### config.mk
export PLATFORM = sky130hd
export DESIGN_NAME = tree_operand_scheduler
export DESIGN_NICKNAME = d
export VERILOG_FILES = /design/src/rtl/tree_operand_scheduler.sv
export SDC_FILE = /design/constraint.sdc
export NUM_CORES = 1
export LEC_CHECK = 0
export BUFFER_PORTS_ARGS = -buffer_cell sky130_fd_sc_hd__buf_2
export CORE_MARGIN = 4
export CORE_UTILIZATION = 30
export CTS_BUF_LIST = sky130_fd_sc_hd__clkbuf_16
export CTS_CLUSTER_DIAMETER = 80
export DETAILED_ROUTE_END_ITERATION = 16
export SYNTH_ARGS = -nofsm -noshare
export SYNTH_HDL_FRONTEND = slang
export SYNTH_SLANG_ARGS = --single-unit
### constraint.sdc
create_clock -name clk -period 2.9 [get_ports clk]
set_clock_uncertainty 0.2 [all_clocks]
set_input_delay 0.29 -clock clk [delete_from_list [all_inputs] [get_ports clk]]
set_output_delay 0.29 -clock clk [all_outputs]
set_load 0.1 [all_outputs]
### src/rtl/tree_operand_scheduler.sv
// Operand buffer and binary-tree reduction sequencer for one shared external CLA stage.
// Accepts a burst of operands, reduces them pairwise in levels, and hands back the total.
module tree_operand_scheduler #(
   parameter int W       = 17,
   parameter int NUM_OPS = 8,
   parameter int ACC_W   = W + $clog2(NUM_OPS),
   parameter int ADD_LAT = 1
) (
   input  logic             clk,
   input  logic             rst,
   input  logic             in_valid,
   output logic             in_ready,
   input  logic [W-1:0]     in_data,
   input  logic             in_last,
   output logic [ACC_W-1:0] add_a,
   output logic [ACC_W-1:0] add_b,
   output logic             add_c0,
   input  logic [ACC_W:0]   add_sum,
   output logic             result_valid,
   input  logic             result_ready,
   output logic [ACC_W-1:0] result,
   output logic             busy
);

   localparam int LOG = $clog2(NUM_OPS);
   localparam logic [2:0] LAT_LAST = 3'((ADD_LAT > 0) ? (ADD_LAT - 1) : 0);

   typedef enum logic [2:0] {
      LOAD   = 3'd0,
      ISSUE  = 3'd1,
      WAIT   = 3'd2,
      FINISH = 3'd3,
      DONE   = 3'd4
   } state_t;

   state_t           state;
   state_t           state_next;
   logic [LOG-1:0]   wr_ptr;
   logic [LOG-1:0]   level;
   logic [LOG-1:0]   pair;
   logic [2:0]       lat_cnt;
   logic [ACC_W-1:0] ops_buf [NUM_OPS];

   logic             accept;
   logic             load_done;
   logic             capture;
   logic             pair_last;
   logic             level_last;
   logic [LOG-1:0]   idx_a;
   logic [LOG-1:0]   idx_b;
   logic             unused_sum_msb;

   assign accept     = (state == LOAD) && in_valid;
   assign load_done  = accept && (in_last || (wr_ptr == LOG'(NUM_OPS - 1)));
   assign capture    = ((state == ISSUE) && (ADD_LAT == 0)) ||
                       ((state == WAIT) && (lat_cnt == LAT_LAST));
   assign pair_last  = (pair == LOG'((NUM_OPS >> (int'(level) + 1)) - 1));
   assign level_last = (level == LOG'(LOG - 1));
   assign idx_a      = LOG'({pair, 1'b0});
   assign idx_b      = idx_a | LOG'(1);
   // The adder's carry-out cannot be set because ACC_W already covers the full tree growth.
   assign unused_sum_msb = add_sum[ACC_W];

   assign in_ready = (state == LOAD);
   assign busy     = (state == ISSUE) || (state == WAIT);
   assign add_c0   = 1'b0;
   assign add_a    = busy ? ops_buf[idx_a] : {ACC_W{1'b0}};
   assign add_b    = busy ? ops_buf[idx_b] : {ACC_W{1'b0}};

   // Next-state logic.
   always_comb begin
      state_next = state;
      case (state)
         LOAD: begin
            if (load_done) state_next = ISSUE;
            else           state_next = LOAD;
         end
         ISSUE, WAIT: begin
            if (capture) begin
               if (pair_last && level_last) state_next = FINISH;
               else                         state_next = ISSUE;
            end else begin
               state_next = WAIT;
            end
         end
         FINISH:  state_next = DONE;
         DONE: begin
            if (result_ready) state_next = LOAD;
            else              state_next = DONE;
         end
         default: state_next = LOAD;
      endcase
   end

   // State register, tree counters and result hand-off.
   always_ff @(posedge clk) begin
      if (rst) begin
         state        <= LOAD;
         wr_ptr       <= {LOG{1'b0}};
         level        <= {LOG{1'b0}};
         pair         <= {LOG{1'b0}};
         lat_cnt      <= 3'd0;
         result       <= {ACC_W{1'b0}};
         result_valid <= 1'b0;
      end else begin
         state <= state_next;
         if (accept)                              wr_ptr <= wr_ptr + LOG'(1);
         else if ((state == DONE) && result_ready) wr_ptr <= {LOG{1'b0}};
         if (load_done) begin
            level <= {LOG{1'b0}};
            pair  <= {LOG{1'b0}};
         end else if (capture) begin
            if (pair_last) begin
               pair  <= {LOG{1'b0}};
               level <= level + LOG'(1);
            end else begin
               pair  <= pair + LOG'(1);
            end
         end
         if (state == WAIT) lat_cnt <= lat_cnt + 3'd1;
         else               lat_cnt <= 3'd0;
         if (state == FINISH) begin
            result       <= ops_buf[0];
            result_valid <= 1'b1;
         end else if ((state == DONE) && result_ready) begin
            result_valid <= 1'b0;
         end
      end
   end

   // Operand storage: loading with zero padding of unused slots, then in-place write-back
   // (slot pair is always at or below 2*pair, so no unread operand is overwritten).
   always_ff @(posedge clk) begin
      if (accept) begin
         ops_buf[wr_ptr] <= ACC_W'(in_data);
         if (load_done) begin
            for (int i = 0; i < NUM_OPS; i++) begin
               if (LOG'(i) > wr_ptr) ops_buf[i] <= {ACC_W{1'b0}};
            end
         end
      end else if (capture) begin
         ops_buf[pair] <= add_sum[ACC_W-1:0];
      end
   end

endmodule

==> flow_metrics.tcl, run 1 <==
set metrics [dict create \
    numCtsBuffers 17 \
    drive_gt1_share_pct 32.1 \
    cts_setup_buffers 0 \
    drt_first_iter_violations 539 \
    viasPerCell 5.17 \
    area_growth_syn_to_layout_pct 18.0 \
    start_util_pct 30.8 \
    ff2ff_setup_slack_ps 470 \
    path_class "flip-flop to output pin" \
    syn-num-nets 963 \
    yosysTopAreaCellShare_pct 43.0 \
    core-area_um2 30000 \
    worst-path-max-fanout 17 \
    cts_tree "done" \
    dr.pass1.iters 5 \
    dp_hpwl_um 17600 \
    pin_count 107 \
    insertion_delay_ps 420 \
    setup_tns_ps 0 \
    cts.clk_slew.worst_paths_ps 70 \
    grt_max_degree 41 \
    grt_pass1_wl_um 40900 \
    ir_drop_mv 0.431 \
    synth_ff_type "dfxtp_1" \
    num_rows 63 \
    finalHoldViolations 0 \
    min_path_type "input pin to flip-flop" \
    diodes 0 \
    r2r_end "ops_buf[2][15]$_SDFFE_PP0P_" \
    wire_per_inst_um 18.8 \
    slew_viol_final 0 \
    fp.dieW_um 183 \
    grt_pass1_vias 7038 \
    syn_area_um2 9210 \
    fmax_mhz 355 \
    reg2reg_from "lat_cnt[0]$_SDFF_PP0_" \
    placed_area_um2 10300 \
    drt-total-wl_um 26200 \
    cts.sinks 198 \
    track_usage_pct 15.5 \
    yosys_register_bits 198 \
    synth.most_common_cell "dfxtp_1" \
    ff2ff_path_depth 8 \
    ant_nets 0 \
    gp_congestion 0.797 \
    cp-start-kind "flip-flop" \
    hp-start "add_sum[17]" \
    clk_path_buf_depth 2 \
    post-route-period-util_pct 97.0 \
    rsz0062_at_grt "false" \
    gr-total-overflow 0 \
    worstPathArrival_ps 2320 \
    synth-edff-count 0 \
    cp-endpoint "add_a[18]" \
    period_needed_ps 2810 \
    drc_errors 0 \
    design_area_um2 10900 \
    end_kind "output pin" \
    die_y_um 183 \
    ys.warnings.count 0 \
    async_flop_share_pct 0 \
    final_nets 1050 \
    vias 7228 \
    maxSlewHeadroom_pct 56.6 \
    synth.area.top_cells "dfxtp_1, mux4_2, a211oi_2, nor2_1, a21oi_1" \
    status "finished clean" \
    die_area_um2 33600 \
    synthTopCellsByCount "dfxtp_1, nor2_1, a21oi_1" \
    antenna_found_initial 0 \
    synth_top_area_cell "dfxtp_1" \
    cts_root_buffer "clkbuf_16" \
    power_per_cell_area_nw_per_um2 761 \
    h-tree-depth 4 \
    leakagePower_nw 4.07 \
    ys_types 57 \
    finalSetupViolations 0 \
    synthCells 908 \
    critPathRequiredTime_ps 2410 \
    maxCapViolations 0 \
    io_buffers 104 \
    syn_avg_cell_area_um2 10.1 \
    worst_pin_slew_ps 652 \
    ys_seq_area_share_pct 43.0 \
]
[worst min path at each step]
stage | cells after the start | to | slack [ps]
after floorplan | 1 | lat_cnt[0]$_SDFF_PP0_ | 230
after global placement | 2 | ops_buf[6][19]$_SDFFE_PP0P_ | 240
after detailed placement | 2 | result[5]$_SDFFE_PP0P_ | 240
after CTS | 3 | ops_buf[0][18]$_SDFFE_PP0P_ | 20
after global routing | 3 | ops_buf[7][17]$_SDFFE_PP0P_ | 30
final | 3 | ops_buf[7][17]$_SDFFE_PP0P_ | 40
[layer usage]
metal / track usage, % / vias to the layer above / part of all wire (%)
li1: - / 3494 / -
met1: 21.7 / 3521 / 47
met2: 24.7 / 188 / 46
met3: 2.92 / 25 / 5.2
met4: 3.69 / 0 / 1.2
met5: 0 / - / 0
[metrics by stage]
| stage | util, % | std cells | worst slack [ps] | hold WS (ps) | total power [W] |
|---|---|---|---|---|---|
| final | 36.3 | 1397 | 86.7 | 39.7 | 0.00827 |
| after global routing | 36.3 | 1397 | 5.28 | 26.7 | 0.00863 |
| after CTS | 36.3 | 1397 | 40.0 | 24.7 | 0.00831 |
| after detailed placement | 34.3 | 1365 | 422 | 245 | 0.00597 |
| after global placement | 34.3 | 1365 | 441 | 241 | 0.00593 |
| after floorplan | - | 908 | 66.9 | 226 | 0.00534 |
[layout by cell type (no fill, tap or decap), types with 6 or more instances in the layout]
cell	netlist	routed
a211oi_1	37	37
a211oi_2	65	65
a21oi_1	73	69
a22oi_1	17	17
and3_1	42	42
buf_12	0	11
buf_2	23	104
buf_4	14	40
clkbuf_16	0	17
dfxtp_1	198	195
ha_1	12	12
inv_1	11	12
mux2i_1	7	7
mux2i_2	13	13
mux4_2	40	40
nand2_1	55	55
nand3_1	6	6
nand4_1	7	7
nor2_1	132	131
nor2b_1	6	6
o22ai_1	34	34
xnor2_1	6	6
[flip-flops by register name, summed over array words and instances (netlist names), named ones only]
| register | cells |
|---|---|
| pair | 3 |
| level | 3 |
| result | 20 |
| wr_ptr | 3 |
| state | 3 |
| lat_cnt | 3 |
| ops_buf | 160 |
| result_valid | 1 |
[area by class of cell]
class,instances,area (um2)
clock buffers,17,425
clock inverters,14,150
fillers,3031,19100
inverters,12,45.0
multi-input cells,610,4740
flip-flops and latches,198,3970
well taps,390,488
repair buffers,156,1050
[kinds of logic after synthesis]
| family | after synthesis | synth area share [%] |
|---|---|---|
| AOI/OAI and AO/OA | 246 | 21.4 |
| xor gates and xnor gates | 9 | 0.856 |
| adders and majority gates | 12 | 1.63 |
| buffers and inverters | 100 | 5.93 |
| DFF | 198 | 43.0 |
| muxes | 60 | 12.5 |
| other | 1 | 0.0407 |
| and+or+nand+nor | 282 | 14.7 |
[what timing repair did]
item,in CTS,in global routing
hold buffers,1,0
endpoints found under the hold margin,1,0
resized for setup,0,1
endpoints found under the setup margin,0,1
[power by group]
| group | total, W | internal (W) | leakage (nW) | switching [W] |
|---|---|---|---|---|
| logic | 0.00260 | 0.000878 | 2.17 | 0.00172 |
| clock network | 0.00235 | 0.00128 | 0.284 | 0.00107 |
| registers | 0.00332 | 0.00308 | 1.61 | 0.000239 |
[worst max-delay path, cell delays in order, from the launching register on]
cell and delay [ps]:
dfxtp_2 550, buf_12 240, mux4_2 590, and3_1 220
buf_2 290
Power figures use the tool's default switching activity.
==> run 2, diff against run 1 <==
--- a/config.mk
+++ b/config.mk
@@ -6,11 +6,14 @@
 export NUM_CORES = 1
 export LEC_CHECK = 0
 export BUFFER_PORTS_ARGS = -buffer_cell sky130_fd_sc_hd__buf_2
+export CELL_PAD_IN_SITES_DETAIL_PLACEMENT = 0
+export CELL_PAD_IN_SITES_GLOBAL_PLACEMENT = 1
 export CORE_MARGIN = 4
 export CORE_UTILIZATION = 30
 export CTS_BUF_LIST = sky130_fd_sc_hd__clkbuf_16
 export CTS_CLUSTER_DIAMETER = 80
 export DETAILED_ROUTE_END_ITERATION = 16
+export PLACE_DENSITY_LB_ADDON = 0.1
 export SYNTH_ARGS = -nofsm -noshare
 export SYNTH_HDL_FRONTEND = slang
 export SYNTH_SLANG_ARGS = --single-unit
==> run 2 against run 1 <==
Sequential power is essentially flat. Setup slack gained 55 ps. Routed wire length grew 7.7%. Critical path depth is the same. Global-route usage grew 1.5 points. Highest routed layer unchanged.
==> flow_metrics.tcl, run 2 (synthesis results as in run 1) <==
set metrics [dict create \
    status "finished clean" \
    io_buffers 104 \
    maxCapViolations 0 \
    cts_tree "done" \
    dr.pass1.iters 4 \
    post-route-period-util_pct 95.1 \
    core-area_um2 30000 \
    cts.clk_slew.worst_paths_ps 80 \
    slowest_delay_ps 650 \
    cts.sinks 198 \
    area_growth_syn_to_layout_pct 18.5 \
    ant_nets 0 \
    gr-total-overflow 0 \
    finalSetupViolations 0 \
    critPathRequiredTime_ps 2410 \
    vias 7076 \
    gp_congestion 0.718 \
    die_area_um2 33600 \
    power_per_cell_area_nw_per_um2 758 \
    setup_tns_ps 0 \
    insertion_delay_ps 440 \
    reg_top3 "ops_buf: 160 flops, result: 20 flops" \
    cp_cell_sequence "buf_12 > mux4_2 > and3_1 > buf_2" \
    antenna_found_initial 0 \
    numCtsBuffers 17 \
    min_path_type "input pin to flip-flop" \
    start_util_pct 30.8 \
    viasPerCell 5.05 \
    cp_slowest_cell "mux4_2" \
    num_rows 63 \
    rsz0062_at_grt "false" \
    pin_count 107 \
    fp.dieW_um 183 \
    cp-start-kind "flip-flop" \
    ir_drop_mv 0.437 \
    drt_first_iter_violations 328 \
    finalHoldViolations 0 \
    period_needed_ps 2760 \
    drive_gt1_share_pct 32.2 \
    fmax_mhz 363 \
    leakagePower_nw 4.09 \
    cts_setup_buffers 0 \
    final_common_cell "dfxtp_1" \
    worstPathArrival_ps 2270 \
    die_y_um 183 \
    grt_pass1_wl_um 44000 \
    drt-total-wl_um 28200 \
    track_usage_pct 17.0 \
    final_cell_mix "dfxtp_1, nor2_1, buf_2" \
    regMostFlops "ops_buf" \
    cts_root_buffer "clkbuf_16" \
    maxSlewHeadroom_pct 38.1 \
    power_w 0.00828 \
    worst-path-max-fanout 40 \
    end_kind "output pin" \
    largest_reg_flops 160 \
    drc_errors 0 \
    grt_pass1_vias 7123 \
    h-tree-depth 4 \
    setup_slack_ps 142 \
    wire_per_inst_um 20.2 \
    worst_pin_slew_ps 928 \
    grt_max_degree 41 \
    dp_hpwl_um 18500 \
    path_class "flip-flop to output pin" \
    dp_slack_ps 317 \
    slew_viol_final 0 \
    final_nets 1053 \
    placed_area_um2 10300 \
    design_area_um2 10900 \
    diodes 0 \
    clk_path_buf_depth 2 \
]
run 2: cell types whose count changed in the layout (fill, tap and decap cells not counted), sizes merged:
| cell | delta |
|---|---|
| dlygate4sd3 | +1 |
| bufinv | -2 |
| buf | +2 |
| inv | +3 |
run 2: final timing paths:
check	from	endpoint	slack, ps	depth (start not counted)
hold reg to reg	result[13]$_SDFFE_PP0P_	result[13]$_SDFFE_PP0P_	250	2
setup / recovery	flip-flop	add_a[18]	140	4
setup reg to reg	lat_cnt[0]$_SDFF_PP0_	ops_buf[2][8]$_SDFFE_PP0P_	360	8
hold / removal	add_sum[18]	ops_buf[0][18]$_SDFFE_PP0P_	40	3
run 2: through the flow:
step                util (%)  instances  hold WS, ps
floorplan                  -        908          226
finish                  36.4       1401         39.3
CTS                     36.4       1401         32.6
global placement        34.5       1367          241
detailed placement      34.5       1367          243
global route            36.4       1401         46.0
run 2: repair_timing:
action,in CTS,in global routing
endpoints found under the hold margin,2,0
resized for setup,1,0
hold buffers,2,0
endpoints found under the setup margin,2,0
run 2: metal layers:
| layer | GRT usage, % | wire, um | vias up |
|---|---|---|---|
| met2 | 27.2 | 13200 | 117 |
| met4 | 3.40 | 193 | 0 |
| met5 | 0 | 0 | - |
| li1 | - | - | 3504 |
| met1 | 24.2 | 13800 | 3443 |
| met3 | 2.96 | 1040 | 12 |
run 2: worst max-delay path: cells and delay by family, from the launching register on:
family / cells / cell delay (ps)
flops: 1 / 340
mux: 1 / 650
buf+inv: 2 / 570
simple gates: 1 / 220
run 2: area by class of cell:
class                      count  area [um2]
sequential                   198        3970
fill                        3091       19000
tap                          390         488
timing repair buffer         159        1100
inverter                      12        45.0
multi-input combinational    610        4760
clock buffer                  17         425
clock inverter                15         135
run 2: where the power goes:
group / internal [W] / total (W) / switching, W
Clock: 0.00114 / 0.00232 / 0.00119
Sequential: 0.00308 / 0.00333 / 0.000249
Combinational: 0.000892 / 0.00263 / 0.00174
